<file path="src/rtl/tlul_lsu_host.sv">
// tlul_lsu_host: core load/store port (req/gnt/rvalid) to TL-UL host adapter.
// Tracks up to MaxOutstanding transactions with a counter and rolling source
// tags; responses return to the core in order. The D-channel response to the
// core is combinational by default, or registered one cycle when the macro
// TLUL_HOST_RSP_REG_EN is defined.

package tlul_pkg;
    localparam int TL_AW  = 32;
    localparam int TL_DW  = 32;
    localparam int TL_AIW = 8;
    localparam int TL_DIW = 1;
    localparam int TL_DBW = 4;
    localparam int TL_SZW = 2;

    typedef enum logic [2:0] {
        PutFullData    = 3'h0,
        PutPartialData = 3'h1,
        Get            = 3'h4
    } tl_a_op_e;

    typedef enum logic [2:0] {
        AccessAck     = 3'h0,
        AccessAckData = 3'h1
    } tl_d_op_e;

    typedef struct packed {
        logic [7:0] rsvd;
    } tl_a_user_t;

    localparam tl_a_user_t TL_A_USER_DEFAULT = '0;

    typedef struct packed {
        logic              a_valid;
        tl_a_op_e          a_opcode;
        logic [2:0]        a_param;
        logic [TL_SZW-1:0] a_size;
        logic [TL_AIW-1:0] a_source;
        logic [TL_AW-1:0]  a_address;
        logic [TL_DBW-1:0] a_mask;
        logic [TL_DW-1:0]  a_data;
        tl_a_user_t        a_user;
        logic              d_ready;
    } tl_h2d_t;

    typedef struct packed {
        logic              d_valid;
        tl_d_op_e          d_opcode;
        logic [2:0]        d_param;
        logic [TL_SZW-1:0] d_size;
        logic [TL_AIW-1:0] d_source;
        logic [TL_DIW-1:0] d_sink;
        logic [TL_DW-1:0]  d_data;
        logic              d_error;
        logic              a_ready;
    } tl_d2h_t;
endpackage

module tlul_lsu_host #(
    parameter int MaxOutstanding = 2,
    parameter int SourceW        = 2
) (
    input  logic             clk_i,
    input  logic             rst_ni,
    input  logic             req_i,
    output logic             gnt_o,
    input  logic             we_i,
    input  logic [3:0]       be_i,
    input  logic [31:0]      addr_i,
    input  logic [31:0]      wdata_i,
    output logic             rvalid_o,
    output logic [31:0]      rdata_o,
    output logic             err_o,
    output tlul_pkg::tl_h2d_t tl_h_o,
    input  tlul_pkg::tl_d2h_t tl_h_i
);
    import tlul_pkg::*;

    localparam int CntW = $clog2(MaxOutstanding + 1);

    logic [CntW-1:0]    cnt_q;
    logic [SourceW-1:0] src_q;
    logic [SourceW-1:0] exp_q;

    logic        a_valid;
    logic        a_fire;
    logic        dv_fire;
    logic        src_err;
    logic        rsp_valid;
    logic [31:0] rsp_rdata;
    logic        rsp_err;

    // Fields the adapter never consumes; kept visible to avoid dangling inputs.
    logic unused_sigs;
    assign unused_sigs = ^{addr_i[1:0], tl_h_i.d_param, tl_h_i.d_size, tl_h_i.d_sink};

    // Issue is blocked in reset and whenever every slot is in use; a D fire
    // in the same cycle only frees a slot from the next cycle onward.
    assign a_valid = rst_ni & req_i & (cnt_q < CntW'(MaxOutstanding));
    assign a_fire  = a_valid & tl_h_i.a_ready;
    assign gnt_o   = a_fire;

    // d_ready is tied high, so d_valid alone is a D fire; beats with nothing
    // outstanding (e.g. answers to pre-reset requests) are dropped.
    assign dv_fire = tl_h_i.d_valid & (cnt_q != '0);
    assign src_err = tl_h_i.d_source != TL_AIW'(exp_q);

    // A-channel fields driven straight from the held core request.
    always_comb begin
        tl_h_o           = '0;
        tl_h_o.a_valid   = a_valid;
        tl_h_o.a_param   = 3'd0;
        tl_h_o.a_size    = TL_SZW'(2);
        tl_h_o.a_source  = TL_AIW'(src_q);
        tl_h_o.a_address = {addr_i[31:2], 2'b00};
        tl_h_o.a_mask    = we_i ? be_i : 4'hF;
        tl_h_o.a_data    = wdata_i;
        tl_h_o.a_user    = TL_A_USER_DEFAULT;
        tl_h_o.d_ready   = 1'b1;
        if (!we_i)             tl_h_o.a_opcode = Get;
        else if (be_i == 4'hF) tl_h_o.a_opcode = PutFullData;
        else                   tl_h_o.a_opcode = PutPartialData;
    end

    // Core response for the current valid D beat.
    always_comb begin
        rsp_valid = dv_fire;
        rsp_rdata = '0;
        rsp_err   = 1'b0;
        if (dv_fire) begin
            if (tl_h_i.d_opcode == AccessAckData) rsp_rdata = tl_h_i.d_data;
            rsp_err = tl_h_i.d_error | src_err;
        end
    end

`ifdef TLUL_HOST_RSP_REG_EN
    // Registered response: appears one cycle after the D fire.
    always_ff @(posedge clk_i or negedge rst_ni) begin
        if (!rst_ni) begin
            rvalid_o <= 1'b0;
            rdata_o  <= '0;
            err_o    <= 1'b0;
        end else begin
            rvalid_o <= rsp_valid;
            rdata_o  <= rsp_rdata;
            err_o    <= rsp_err;
        end
    end
`else
    assign rvalid_o = rsp_valid;
    assign rdata_o  = rsp_rdata;
    assign err_o    = rsp_err;
`endif

    // Outstanding counter plus issue/expect tags, both wrapping at MaxOutstanding.
    always_ff @(posedge clk_i or negedge rst_ni) begin
        if (!rst_ni) begin
            cnt_q <= '0;
            src_q <= '0;
            exp_q <= '0;
        end else begin
            case ({a_fire, dv_fire})
                2'b10:   cnt_q <= cnt_q + 1'b1;
                2'b01:   cnt_q <= cnt_q - 1'b1;
                default: cnt_q <= cnt_q;
            endcase
            if (a_fire)
                src_q <= (src_q == SourceW'(MaxOutstanding - 1)) ? '0 : src_q + 1'b1;
            if (dv_fire)
                exp_q <= (exp_q == SourceW'(MaxOutstanding - 1)) ? '0 : exp_q + 1'b1;
        end
    end

endmodule

</file>
<file path="config.mk">
export PLATFORM = sky130hd
export DESIGN_NAME = tlul_lsu_host
export DESIGN_NICKNAME = d
export VERILOG_FILES = /design/src/rtl/tlul_lsu_host.sv
export SDC_FILE = /design/constraint.sdc
export NUM_CORES = 1
export LEC_CHECK = 0
export BUFFER_PORTS_ARGS = -buffer_cell sky130_fd_sc_hd__buf_4
export CAP_MARGIN = 20
export CORE_AREA = 2 2 98 100
export CTS_BUF_LIST = sky130_fd_sc_hd__clkbuf_8 sky130_fd_sc_hd__clkbuf_16
export DETAILED_ROUTE_END_ITERATION = 12
export DIE_AREA = 0 0 100 102
export PLACE_DENSITY_LB_ADDON = 0.15
export SKIP_LAST_GASP = 1
export SLEW_MARGIN = 0
export SYNTH_ARGS = -nofsm -noshare
export SYNTH_HDL_FRONTEND = slang
export SYNTH_SLANG_ARGS = --single-unit
export TNS_END_PERCENT = 5
</file>
<file path="constraint.sdc">
create_clock -name clk_i -period 2.65 [get_ports clk_i]
set_clock_uncertainty 0.05 [all_clocks]
set_input_delay 0.265 -clock clk_i [delete_from_list [all_inputs] [get_ports clk_i]]
set_output_delay 0.265 -clock clk_i [all_outputs]
set_load 0.01 [all_outputs]
</file>
# Word level (Yosys, flattened, before mapping)
# Cells that the tools add are included.
# word_totals
in_bits,124
out_inout_bits,129
reg_bits,6
wordCells,31
# op_classes
order_cmp,1
n_reduce_logical,2
n_eq_ne,7
add_sub_neg,4
n_bitwise,5
mux,9
# op_table
operator,count
32-bit 2-to-1 mux,2
8-bit by 2-bit inequality test with 1-bit output,1
2-bit by 1-bit adder with 2-bit output (second input constant),3
2-bit by 1-bit == test with 1-bit output (second input constant),3
1-bit bitwise AND,4
4-bit == test (second input constant),1
2-bit 2-to-1 mux,2
4-bit 2-to-1 mux,1
2-bit case mux with 2 select lines,1
2-bit nonzero test,2
3-bit by 1-bit == test with 1-bit output (second input constant),1
3-bit 2-to-1 mux,1
2-bit == test (second input constant),1
2-bit < comparator (second input constant),1
1-bit 2-to-1 mux,2
2-bit by 1-bit subtractor with 2-bit output (second input constant),1
1-bit bitwise OR,1

# Logic depth before layout (Yosys ltp)
# depth
word_depth,5
mapped_depth,6

# Worst setup path after synthesis
# Ideal clock, no wire load.
# synth_timing
kind,register to register
start,reg cnt_q[0]
end,reg cnt_q[1]
t_required_ns,2.521
arrival_time_ns,1.363
setup_slack_ns,1.158
synth_period_minus_slack_ns,1.492
stages_incl_launch_ff,6
cell_sequence,dfrtp_1 -> o21ai_2 -> inv_1 -> ha_1 -> nor2_1 -> xor2_1
# synth_rtl
element,line_no,rtl
"start, declared",80,logic [CntW-1:0] cnt_q;
"start signal, assigned",162,2'b10: cnt_q <= cnt_q + 1'b1;
"start signal, assigned",163,2'b01: cnt_q <= cnt_q - 1'b1;
"start signal, assigned",164,default: cnt_q <= cnt_q;
2-bit nonzero test (*),104,assign dv_fire = tl_h_i.d_valid & (cnt_q != '0);
1-bit bitwise AND (*),104,
via rvalid_o,70,"output logic rvalid_o,"
2-bit by 1-bit == test with 1-bit output or 2-bit == test (tied branches),161,"case ({a_fire, dv_fire})"
2-bit case mux with 2 select lines or 2-bit nonzero test (tied branches),-,
# The timed path passes the listed nets; every way through them passes the cells marked *.
# A chain may end at the register's enable or synchronous reset.

# Worst setup path after layout
# layout_timing
start,reg cnt_q[0]
end,out rdata_o[5]
# layout_via
elab_chain_len,3
# layout_rtl
element,line_no,rtl
2-bit nonzero test,104,
1-bit bitwise AND,104,
32-bit 2-to-1 mux,129,if (dv_fire) begin
"end, declared",71,"output logic [31:0] rdata_o,"
# No other way between the ends.

==> impl_metrics.py <==
metrics = {
    "status": {
        "status": "finished clean",
    },
    "cells_and_area": {
        "drive_above_1_share": 0.714,
        "stdcell_area_mm2": 0.00161,
        "utilization": 0.176,
        "nets": 316,
        "synthToLayoutAreaGrowth_pct": 27.3,
        "diodes": 0,
    },
    "power_and_ir_drop": {
        "p_leak_nw": 0.871,
        "power_density_mw_per_mm2": 360,
        "ir_drop_uv": 76.6,
    },
    "timing": {
        "setup_violations": 0,
        "grt_setup_unrepaired": "no",
        "worst_slew_pin_slew_ns": 0.738,
        "period_needed_ns": 2.30,
        "tns_ns": 0,
        "max_freq_mhz": 436,
        "drv_slew": 0,
        "period_share": 0.866,
        "hold_viol": 0,
        "slew_headroom": 0.506,
    },
    "synth": {
        "synth_area_leaders": "buf_4, and2_2, dfrtp_1, xnor2_1, nand2b_1",
        "yosys.area.top_type": "buf_4",
        "synthTopCellsByCount": "buf_4, and2_2, dfrtp_1, xnor2_1, nand2b_1",
        "synth.most_common_cell": "buf_4",
        "synth_ff_type": "dfrtp_1",
        "synth_warnings": 0,
        "postSynthAreaPerCell_um2": 8.14,
        "synth_edf_count": 0,
        "yosysSeqAreaShare": 0.119,
        "synth_seq_cells": 6,
        "synthDistinctLibCells": 20,
        "syn-cell-area_mm2": 0.00126,
        "synth_top_area_frac": 0.512,
        "syn_inst": 155,
        "synth-async-reset-ratio": 1.00,
    },
    "clock_network": {
        "clk_pin_slew_ns": 0.04,
        "cts_root_buf": "clkbuf_8",
        "cts_setup_buffers": 0,
        "numCtsBuffers": 3,
        "worst_skew_pair.late_latency_ns": 0.22,
        "ctsLongestPathBuffers": 2,
        "htreeDepth": 1,
        "tritoncts": "yes",
        "cts_sinks": 6,
    },
    "setup_path": {
        "crit_fanout": 17,
        "cp_cell_sequence": "o21ai_2, nor4b_4, buf_4, and2_2, buf_4",
        "cpMostUsedCell": "buf_4",
        "required_ns": 2.34,
        "path_class": "reg2out",
        "worst_r2r_path_depth": 5,
        "critPathLaunchType": "flip-flop",
        "crit_slowest_cell": "nor4b_4",
        "slowest_delay_ns": 0.65,
        "r2r-end": "cnt_q[1]",
        "cp.arrival_ns": 1.98,
        "r2r_slack_ns": 1.07,
        "r2r_start": "cnt_q[0]",
        "critPathCaptureType": "output pin",
    },
    "drt": {
        "detail_route.wl_per_cell_um": 10.6,
        "vias": 937,
        "drc": 0,
        "wl_mm": 3.17,
        "drtAntennaViolNets": 0,
        "routed_via_density": 3.12,
        "firstDrtPassIters": 2,
        "first_iter_violations": 12,
    },
    "placement": {
        "dp_hpwl_mm": 2.78,
        "io_buffers": 97,
        "postPlaceCellArea_mm2": 0.00155,
        "finalWeightedCongestion": 0.671,
    },
    "floorplan": {
        "die_area_mm2": 0.0102,
        "die_h_um": 102,
        "coreArea_mm2": 0.00911,
        "die_width_um": 100,
        "rows": 35,
        "start_util": 0.138,
        "num_io_pins": 253,
    },
    "global_routing": {
        "antenna_found_initial": 0,
        "grt_max_degree": 18,
        "grt_overflow": 0,
        "grt_pass1_wl_mm": 4.21,
        "grt_pass1_vias": 819,
        "grt_usage": 0.0549,
    },
    "hold_path": {
        "hp-class": "in2async",
    },
    "flow_run": {
        "drv_cap": 0,
    },
}
## routing by layer
layer	global-route usage	part of all wire	up-vias	wire length [um]
met3	0.0233	0.13	18	408
met5	0	0	-	0
met4	0.0495	0.048	0	153
met2	0.0972	0.53	85	1690
li1	-	-	432	-
met1	0.0473	0.29	402	913
## placed cells by master, fill, tap and decap left out, types with 2 or more instances in the layout
| cell type | instances |
|---|---|
| clkbuf_8 | 3 |
| conb_1 | 23 |
| and2_2 | 32 |
| a21boi_0 | 2 |
| dfrtp_1 | 6 |
| xnor2_1 | 6 |
| buf_4 | 98 |
| nand2b_1 | 4 |
| inv_1 | 3 |
## logic make-up after synthesis
kind of cell | share of synthesized area
AOI/OAI and AO/OA | 0.0308
buffers and inverters | 0.533
xor gates and xnor gates | 0.0486
adders and majority gates | 0.00992
DFF | 0.119
and+or+nand+nor | 0.253
other | 0.00595
## metrics by stage
stage / cells / hold slack [ns] / power [mW] / worst slack (ns)
finish: 300 / 0.342 / 0.577 / 0.354
global route: 300 / 0.342 / 0.629 / 0.146
CTS: 300 / 0.339 / 0.592 / 0.292
detailed placement: 296 / 0.0308 / 0.449 / 0.537
global placement: 296 / 0.0336 / 0.452 / 0.503
floorplan: 176 / -0.0806 / 0.428 / 1.16
## critical path, delay by kind of cell (launching register included)
family,cells,cell delay [ns]
AND/OR/NAND/NOR,2,0.81
buffers and inverters,2,0.41
flip-flops,1,0.40
AO/OA/AOI/OAI,1,0.14
## worst max path at each step
stage | slack (ns) | to | from
2_1_floorplan | 1.16 | cnt_q[1] | cnt_q[0]
3_3_place_gp | 0.50 | rdata_o[0] | cnt_q[0]
3_5_place_dp | 0.54 | rdata_o[5] | cnt_q[0]
4_1_cts | 0.29 | rdata_o[5] | cnt_q[0]
5_1_grt | 0.15 | rdata_o[21] | cnt_q[0]
6_report | 0.35 | rdata_o[5] | cnt_q[0]
## state kept, by name (all words and copies together) (netlist names)
| name | cells |
|---|---|
| cnt_q | 2 |
| exp_q | 2 |
| src_q | 2 |
## layout make-up
| type | instances | area, um2 |
|---|---|---|
| Sequential cell | 6 | 150 |
| Clock buffer | 3 | 41.3 |
| Tap cell | 111 | 139 |
| Inverter | 3 | 11.3 |
| Fill cell | 1016 | 7500 |
| Multi-Input combinational cell | 78 | 518 |
| Timing Repair Buffer | 99 | 746 |
## report_power, final
part | switching (mW) | leakage, nW | total, mW | internal, mW
Sequential | 0.0335 | 0.0748 | 0.160 | 0.126
Combinational | 0.118 | 0.774 | 0.285 | 0.166
Clock | 0.0359 | 0.0216 | 0.133 | 0.0973
Total | 0.188 | 0.871 | 0.577 | 0.390
## repair_timing
| action | in CTS | in global routing |
|---|---|---|
| gates resized for setup | 0 | 0 |
| hold buffers | 1 | 0 |
| endpoints found under the hold margin | 6 | 0 |
Power figures use the tool's default switching activity.
